## config.mk

```make
export PLATFORM = sky130hd
export DESIGN_NAME = inst_encode
export DESIGN_NICKNAME = d
export VERILOG_FILES = /design/src/rtl/inst_encode.sv
export SDC_FILE = /design/constraint.sdc
export NUM_CORES = 1
export LEC_CHECK = 0
export ABC_AREA = 1
export CAP_MARGIN = 20
export CORE_MARGIN = 2
export CORE_UTILIZATION = 40
export CTS_CLUSTER_SIZE = 20
export DETAILED_ROUTE_END_ITERATION = 10
export PLACE_DENSITY = 0.67
export SKIP_CTS_REPAIR_TIMING = 1
export SLEW_MARGIN = 15
export SYNTH_ARGS = -nofsm -noshare
export SYNTH_HDL_FRONTEND = slang
export SYNTH_SLANG_ARGS = --single-unit
export TNS_END_PERCENT = 10
```

## constraint.sdc

```tcl
create_clock -name CLK -period 4.41 [get_ports CLK]
set_input_delay 0.441 -clock CLK [delete_from_list [all_inputs] [get_ports CLK]]
set_output_delay 0.441 -clock CLK [all_outputs]
set_load 0.02 [all_outputs]
```

## src/rtl/inst_encode.sv

```systemverilog
// Packs decoded fields back into RV32I words into a 2-entry FIFO; accept-to-head latency 1 cycle.
// IN_READY depends only on registered occupancy, so there is no path from OUT_READY; unencodable fields yield a NOP with OUT_ERR set.
module inst_encode #(
  parameter int ERR_CNT_W = 8
) (
  input  logic                 CLK,
  input  logic                 RST,
  input  logic                 FLUSH,
  input  logic                 IN_VALID,
  output logic                 IN_READY,
  input  logic [31:0]          IN_PC,
  input  logic [16:0]          IN_OPCODE,
  input  logic [4:0]           IN_RD,
  input  logic [4:0]           IN_RS1,
  input  logic [4:0]           IN_RS2,
  input  logic [31:0]          IN_IMM,
  output logic                 OUT_VALID,
  input  logic                 OUT_READY,
  output logic [31:0]          OUT_PC,
  output logic [31:0]          OUT_INST,
  output logic                 OUT_ERR,
  output logic [ERR_CNT_W-1:0] ERR_CNT
);

  localparam logic [31:0] NOP = 32'h0000_0013;

  logic [6:0]  f7;
  logic [2:0]  f3;
  logic [6:0]  op;
  logic [31:0] imm;
  logic [31:0] enc_raw;
  logic [31:0] enc_inst;
  logic        enc_err;

  logic [31:0]          pc_q   [2];
  logic [31:0]          inst_q [2];
  logic                 err_q  [2];
  logic                 wr_ptr_q;
  logic                 rd_ptr_q;
  logic [1:0]           cnt_q;
  logic [ERR_CNT_W-1:0] err_cnt_q;
  logic                 push;
  logic                 pop;

  assign f7  = IN_OPCODE[16:10];
  assign f3  = IN_OPCODE[9:7];
  assign op  = IN_OPCODE[6:0];
  assign imm = IN_IMM;

  always_comb begin
    enc_raw = NOP;
    enc_err = 1'b0;
    case (op)
      7'b0110011: enc_raw = {f7, IN_RS2, IN_RS1, f3, IN_RD, op};
      7'b1100111, 7'b0000011, 7'b0010011, 7'b0001111, 7'b1110011: begin
        enc_raw = {imm[11:0], IN_RS1, f3, IN_RD, op};
        enc_err = |imm[31:12];
      end
      7'b0100011: begin
        enc_raw = {imm[11:5], IN_RS2, IN_RS1, f3, imm[4:0], op};
        enc_err = |imm[31:12];
      end
      7'b1100011: begin
        enc_raw = {imm[12], imm[10:5], IN_RS2, IN_RS1, f3, imm[4:1], imm[11], op};
        enc_err = (|imm[31:13]) | imm[0];
      end
      7'b0110111, 7'b0010111: begin
        enc_raw = {imm[31:12], IN_RD, op};
        enc_err = |imm[11:0];
      end
      7'b1101111: begin
        enc_raw = {imm[20], imm[10:1], imm[11], imm[19:12], IN_RD, op};
        enc_err = (|imm[31:21]) | imm[0];
      end
      default: enc_err = 1'b1;
    endcase
    enc_inst = enc_err ? NOP : enc_raw;
  end

  assign IN_READY  = (cnt_q != 2'd2);
  assign OUT_VALID = (cnt_q != 2'd0);
  assign push      = IN_VALID & IN_READY;
  assign pop       = OUT_VALID & OUT_READY;

  // Empty FIFO presents the idle pattern rather than stale storage.
  assign OUT_PC   = OUT_VALID ? pc_q[rd_ptr_q]   : 32'h0;
  assign OUT_INST = OUT_VALID ? inst_q[rd_ptr_q] : NOP;
  assign OUT_ERR  = OUT_VALID ? err_q[rd_ptr_q]  : 1'b0;
  assign ERR_CNT  = err_cnt_q;

  always_ff @(posedge CLK) begin
    if (!RST) begin
      for (int i = 0; i < 2; i++) begin
        pc_q[i]   <= 32'h0;
        inst_q[i] <= NOP;
        err_q[i]  <= 1'b0;
      end
      wr_ptr_q  <= 1'b0;
      rd_ptr_q  <= 1'b0;
      cnt_q     <= 2'd0;
      err_cnt_q <= '0;
    end else if (FLUSH) begin
      wr_ptr_q <= 1'b0;
      rd_ptr_q <= 1'b0;
      cnt_q    <= 2'd0;
    end else begin
      if (push) begin
        pc_q[wr_ptr_q]   <= IN_PC;
        inst_q[wr_ptr_q] <= enc_inst;
        err_q[wr_ptr_q]  <= enc_err;
        wr_ptr_q         <= ~wr_ptr_q;
        if (enc_err && !(&err_cnt_q))
          err_cnt_q <= err_cnt_q + {{(ERR_CNT_W-1){1'b0}}, 1'b1};
      end
      if (pop)
        rd_ptr_q <= ~rd_ptr_q;
      case ({push, pop})
        2'b10:   cnt_q <= cnt_q + 2'd1;
        2'b01:   cnt_q <= cnt_q - 2'd1;
        default: cnt_q <= cnt_q;
      endcase
    end
  end

endmodule

```

# --- Word level (Yosys, flattened, before mapping) ---
# Memories as Yosys holds them, arrays and structs flattened. A register that Yosys moved wholly into a read port is not among the register bits.
# Index checks and enable logic that the tools add are counted.
# W data, S select, Z words.
word_totals:
  regBits: 12
  out_inout_bits: 75
  mem_bits_rw: 130
  mem_count: 3
  elab_cells: 76
  in_bits: 101
classes:
  n_eq_ne: 14
  n_reduce_logical: 17
  n_addsub: 3
  n_bitwise: 8
  n_mux: 27
mem_list:
  columns: ["memory", "depth", "word_bits", "read_ports", "rd_clocked_by_memory_dff", "write_ports", "line_no", "text"]
  rows:
  - ["inst_q", 2, 32, 1, 1, 2, "36", "logic [31:0] inst_q [2];"]
  - ["pc_q", 2, 32, 1, 1, 2, "35", "logic [31:0] pc_q [2];"]
  - ["err_q", 2, 1, 1, 1, 2, "37", "logic err_q [2];"]
op_table:
  columns: ["op", "count"]
  rows:
  - ["$pmux W32 S6", 1]
  - ["$mux W32", 5]
  - ["$reduce_or A32 Y1", 2]
  - ["$eq A7 B7 Y1 const B", 4]
  - ["$eq A7 B6 Y1 const B", 3]
  - ["$reduce_or A20 Y1", 1]
  - ["$mux W1", 19]
  - ["$reduce_or A19 Y1", 1]
  - ["$eq A7 B5 Y1 const B", 2]
  - ["$reduce_or A12 Y1", 1]
  - ["$reduce_or A11 Y1", 1]
  - ["$add A8 B1 Y8 const B", 1]
  - ["$reduce_and A8 Y1", 1]
  - ["$eq A7 B2 Y1 const B", 1]
  - ["$eq A7 B4 Y1 const B", 1]
  - ["$reduce_or A6 Y1", 1]
  - ["$pmux W1 S5", 1]
  - ["$reduce_or A5 Y1", 1]
  - ["$not A1 Y1", 4]
  - ["$pmux W2 S2", 1]
  - ["$reduce_bool A2 Y1", 2]
  - ["$reduce_or A2 Y1", 2]
  - ["$reduce_and A3 Y1", 1]
  - ["$add A2 B1 Y2 const B", 1]
  - ["9 further kinds", 11]

# --- Depth between registers and ports, before layout ---
logic_depth:
  ltp_word: 8
  depth_mapped: 12
  depth_no_buf: 11

# --- Least setup slack after synthesis ---
# No wires, ideal clock.
synth_path:
  path_type: "input-to-reg"
  from: "input port RST"
  to: "memory inst_q[0][0], enable pin"
  slack_ns: 1.179
  required_time_ns: 3.987
  setup_time_ns: 0.423
  cell_stages: 7
  n_path_buf: 1
  t_arrival_ns: 2.808
  cell_sequence: "inv_1 nor2_1 inv_1 nor3_1 inv_2 clkbuf_1 nand2_1"
synth_lines:
  columns: ["element", "line_no", "text"]
  rows:
  - ["start: declaration", "7", "input logic RST,"]
  - ["end: declaration", "36", null]

==> metrics.yaml <==
setup_path:
  cp-end-kind: "primary output"
  path_cells: "inv_2 > buf_4 > nand2_1 > a21oi_1 > clkdlybuf4s50_1"
  worstSetupStartpointType: "flop"
  cp_max_fo: 45
  r2r_end: "inst_q[1][12]"
  path_class: "flop to primary output"
  worstRegToRegCells: 6
  arrival_ns: 2.68
  r2r_setup_slack_ns: 2.05
  critPathRequiredTime_ns: 3.97
  crit_slowest_cell: "clkdlybuf4s50_1"
  setup.worst_path.end: "OUT_PC[31]"
  critPathMaxStageDelay_ns: 0.64
  r2r-start: "cnt_q[0]"
sta:
  fin_crit_ns: 3.12
  setup_viol: 0
  rsz0062_at_grt: "false"
  post-route-period-util: 0.708
  finalMaxSlewViolations: 0
  finClkSkew_ns: 0.00754
  timing.hold.ws_ns: 0.479
  max_freq_mhz: 320
  fin_setup_tns_ns: 0
  worstMarginPinSlew_ns: 0.920
  hold_viol: 0
  slew_headroom: 0.387
  layout_setup_ws_ns: 1.29
cts:
  cts_tree: "yes"
  cts.sinks: 143
  cts.clk_slew.worst_paths_ns: 0.06
  cts-root-buf: "clkbuf_16"
  cts_buffers: 17
  clock_path_buffers: 2
  htreeDepth: 4
  clk_latency_ns: 0.42
pwr:
  max-vdd-ir-drop_uv: 297
  power.density_nw_per_um2: 340
  p_total_mw: 3.28
  leakage_nw: 3.94
yosys:
  ys.warnings.count: 0
  yosysTopAreaCellShare: 0.539
  synth.area.top_cells: "edfxtp_1 (54%), nand2_1 (10%), nor2_1 (8.8%)"
  synth_area_um2: 7130
  synth_area_per_cell_um2: 8.63
  yosys.cell_types.count: 33
  synth_top_cell_by_area: "edfxtp_1"
  seq_area_frac_synth: 0.581
  syn_inst: 827
  ys_ff_latch: 143
grt:
  grtUsageMet2: 0.325
  grt_max_degree: 67
  grt_use_met1: 0.248
  antenna_found_initial: 0
  gr-usage-all-layers: 0.195
  globalRoute.totalOverflow: 0
  grt_pass1_vias: 5757
  grt_pass1_wl_um: 28000
  grt_busiest_layer: "met2"
  met3_usage: 0.0383
layout:
  final_common_cell: "nand2_1"
  synthToLayoutAreaGrowth_pct: 35.5
  layout_common_cells: "nand2_1 (193), clkdlybuf4s50_1 (175), nor2_1 (167)"
  final_layout_size_suffix_gt1_frac: 0.0526
  diodes: 0
  final_nets: 1097
flow_run:
  maxCapViolCount: 0
die:
  die-area_um2: 18900
  core_um2: 17400
  rows: 48
  ios: 176
  start_util: 0.411
  die_h_um: 138
  die_w_um: 138
drt:
  drc: 0
  first_iter_violations: 295
  drt_wl_total_um: 18000
  viasPerCell: 4.84
  firstDrtPassIters: 5
  post_drt_wl_per_cell_um: 14.6
  postRouteAntennaNets: 0
  vias: 5968
place:
  io_buffers: 175
  gp_congestion: 0.858
  place_ws_ns: 1.12
  hpwl_um: 11900
run_status:
  status: "completed"
min_path:
  hp-class: "flop to flop"
[report_power, final]
| group | internal, mW | switching, mW |
|---|---|---|
| Combinational | 0.156 | 0.200 |
| Clock | 0.823 | 0.554 |
| Sequential | 1.53 | 0.0160 |
| Total | 2.51 | 0.769 |
[routing by layer]
| layer | vias to the layer above | wire [um] |
|---|---|---|
| li1 | 3034 | - |
| met4 | 0 | 324 |
| met1 | 2711 | 8120 |
| met5 | - | 0 |
| met3 | 24 | 1080 |
| met2 | 199 | 8500 |
[cell families (layout without fill, tap and decap cells)]
kind of cell | Yosys count | after routing | synth area share
AO/OA/AOI/OAI | 124 | 124 | 0.0975
AND/OR/NAND/NOR | 418 | 418 | 0.238
flip-flops | 143 | 143 | 0.581
buffers and inverters | 133 | 310 | 0.0726
XOR/XNOR | 6 | 6 | 0.00737
other | 1 | 4 | 0.000526
adder cells (fa/ha/maj) | 2 | 2 | 0.00351
[through the flow]
stage	instances	utilization	cell area (um2)
6_report	1232	0.557	9670
5_1_grt	1232	0.557	9670
4_1_cts	1232	0.557	9670
3_5_place_dp	1200	0.524	9090
3_3_place_gp	1200	0.524	9090
2_1_floorplan	830	-	7140
[cell type report]
| class | instances | area (um2) |
|---|---|---|
| tap | 225 | 282 |
| clock inverter | 10 | 68.8 |
| timing repair buffer | 180 | 1790 |
| clock buffer | 22 | 508 |
| inverter | 98 | 368 |
| sequential | 143 | 4150 |
| fill | 1576 | 7690 |
| multi-input combinational | 554 | 2500 |
[worst min-delay path by stage]
stage	start	end	slack (ns)	cells after the start
finish	err_q[1]	err_q[1]	0.48	2
global placement	rd_ptr_q	rd_ptr_q	0.45	1
floorplan	rd_ptr_q	flop	0.43	1
global route	wr_ptr_q	wr_ptr_q	0.50	2
detailed placement	rd_ptr_q	flop	0.46	1
CTS	rd_ptr_q	rd_ptr_q	0.47	1
[cell usage after synthesis, drive strengths merged]
library cell and instances:
and3 1, xor2 3, nand4 10, o21bai 18, buf 3, clkinv 1
a21o 1, nor4 4, nor3b 1, nand3b 1, conb 1, a21oi 78
dfxtp 15, clkbuf 32, o211ai 1, nor3 7, edfxtp 128, o22ai 11
ha 2, inv 97, nand2 198, nand3 27, nor2 169, o21ai 15
xnor2 3
[registers in the layout, indices dropped and copies added, names as in the netlist, named ones only]
| register | count |
|---|---|
| pc_q | 64 |
| wr_ptr_q | 1 |
| cnt_q | 2 |
| ERR_CNT | 8 |
| err_q | 2 |
| rd_ptr_q | 1 |
| inst_q | 64 |
[worst max-delay path: cells and delay by family, from the launching register on]
family,cells,cell delay (ns)
buf+inv,3,1.65
flops,1,0.32
compound gates,1,0.20
simple gates,1,0.08
(Power assumes the default switching activity.)
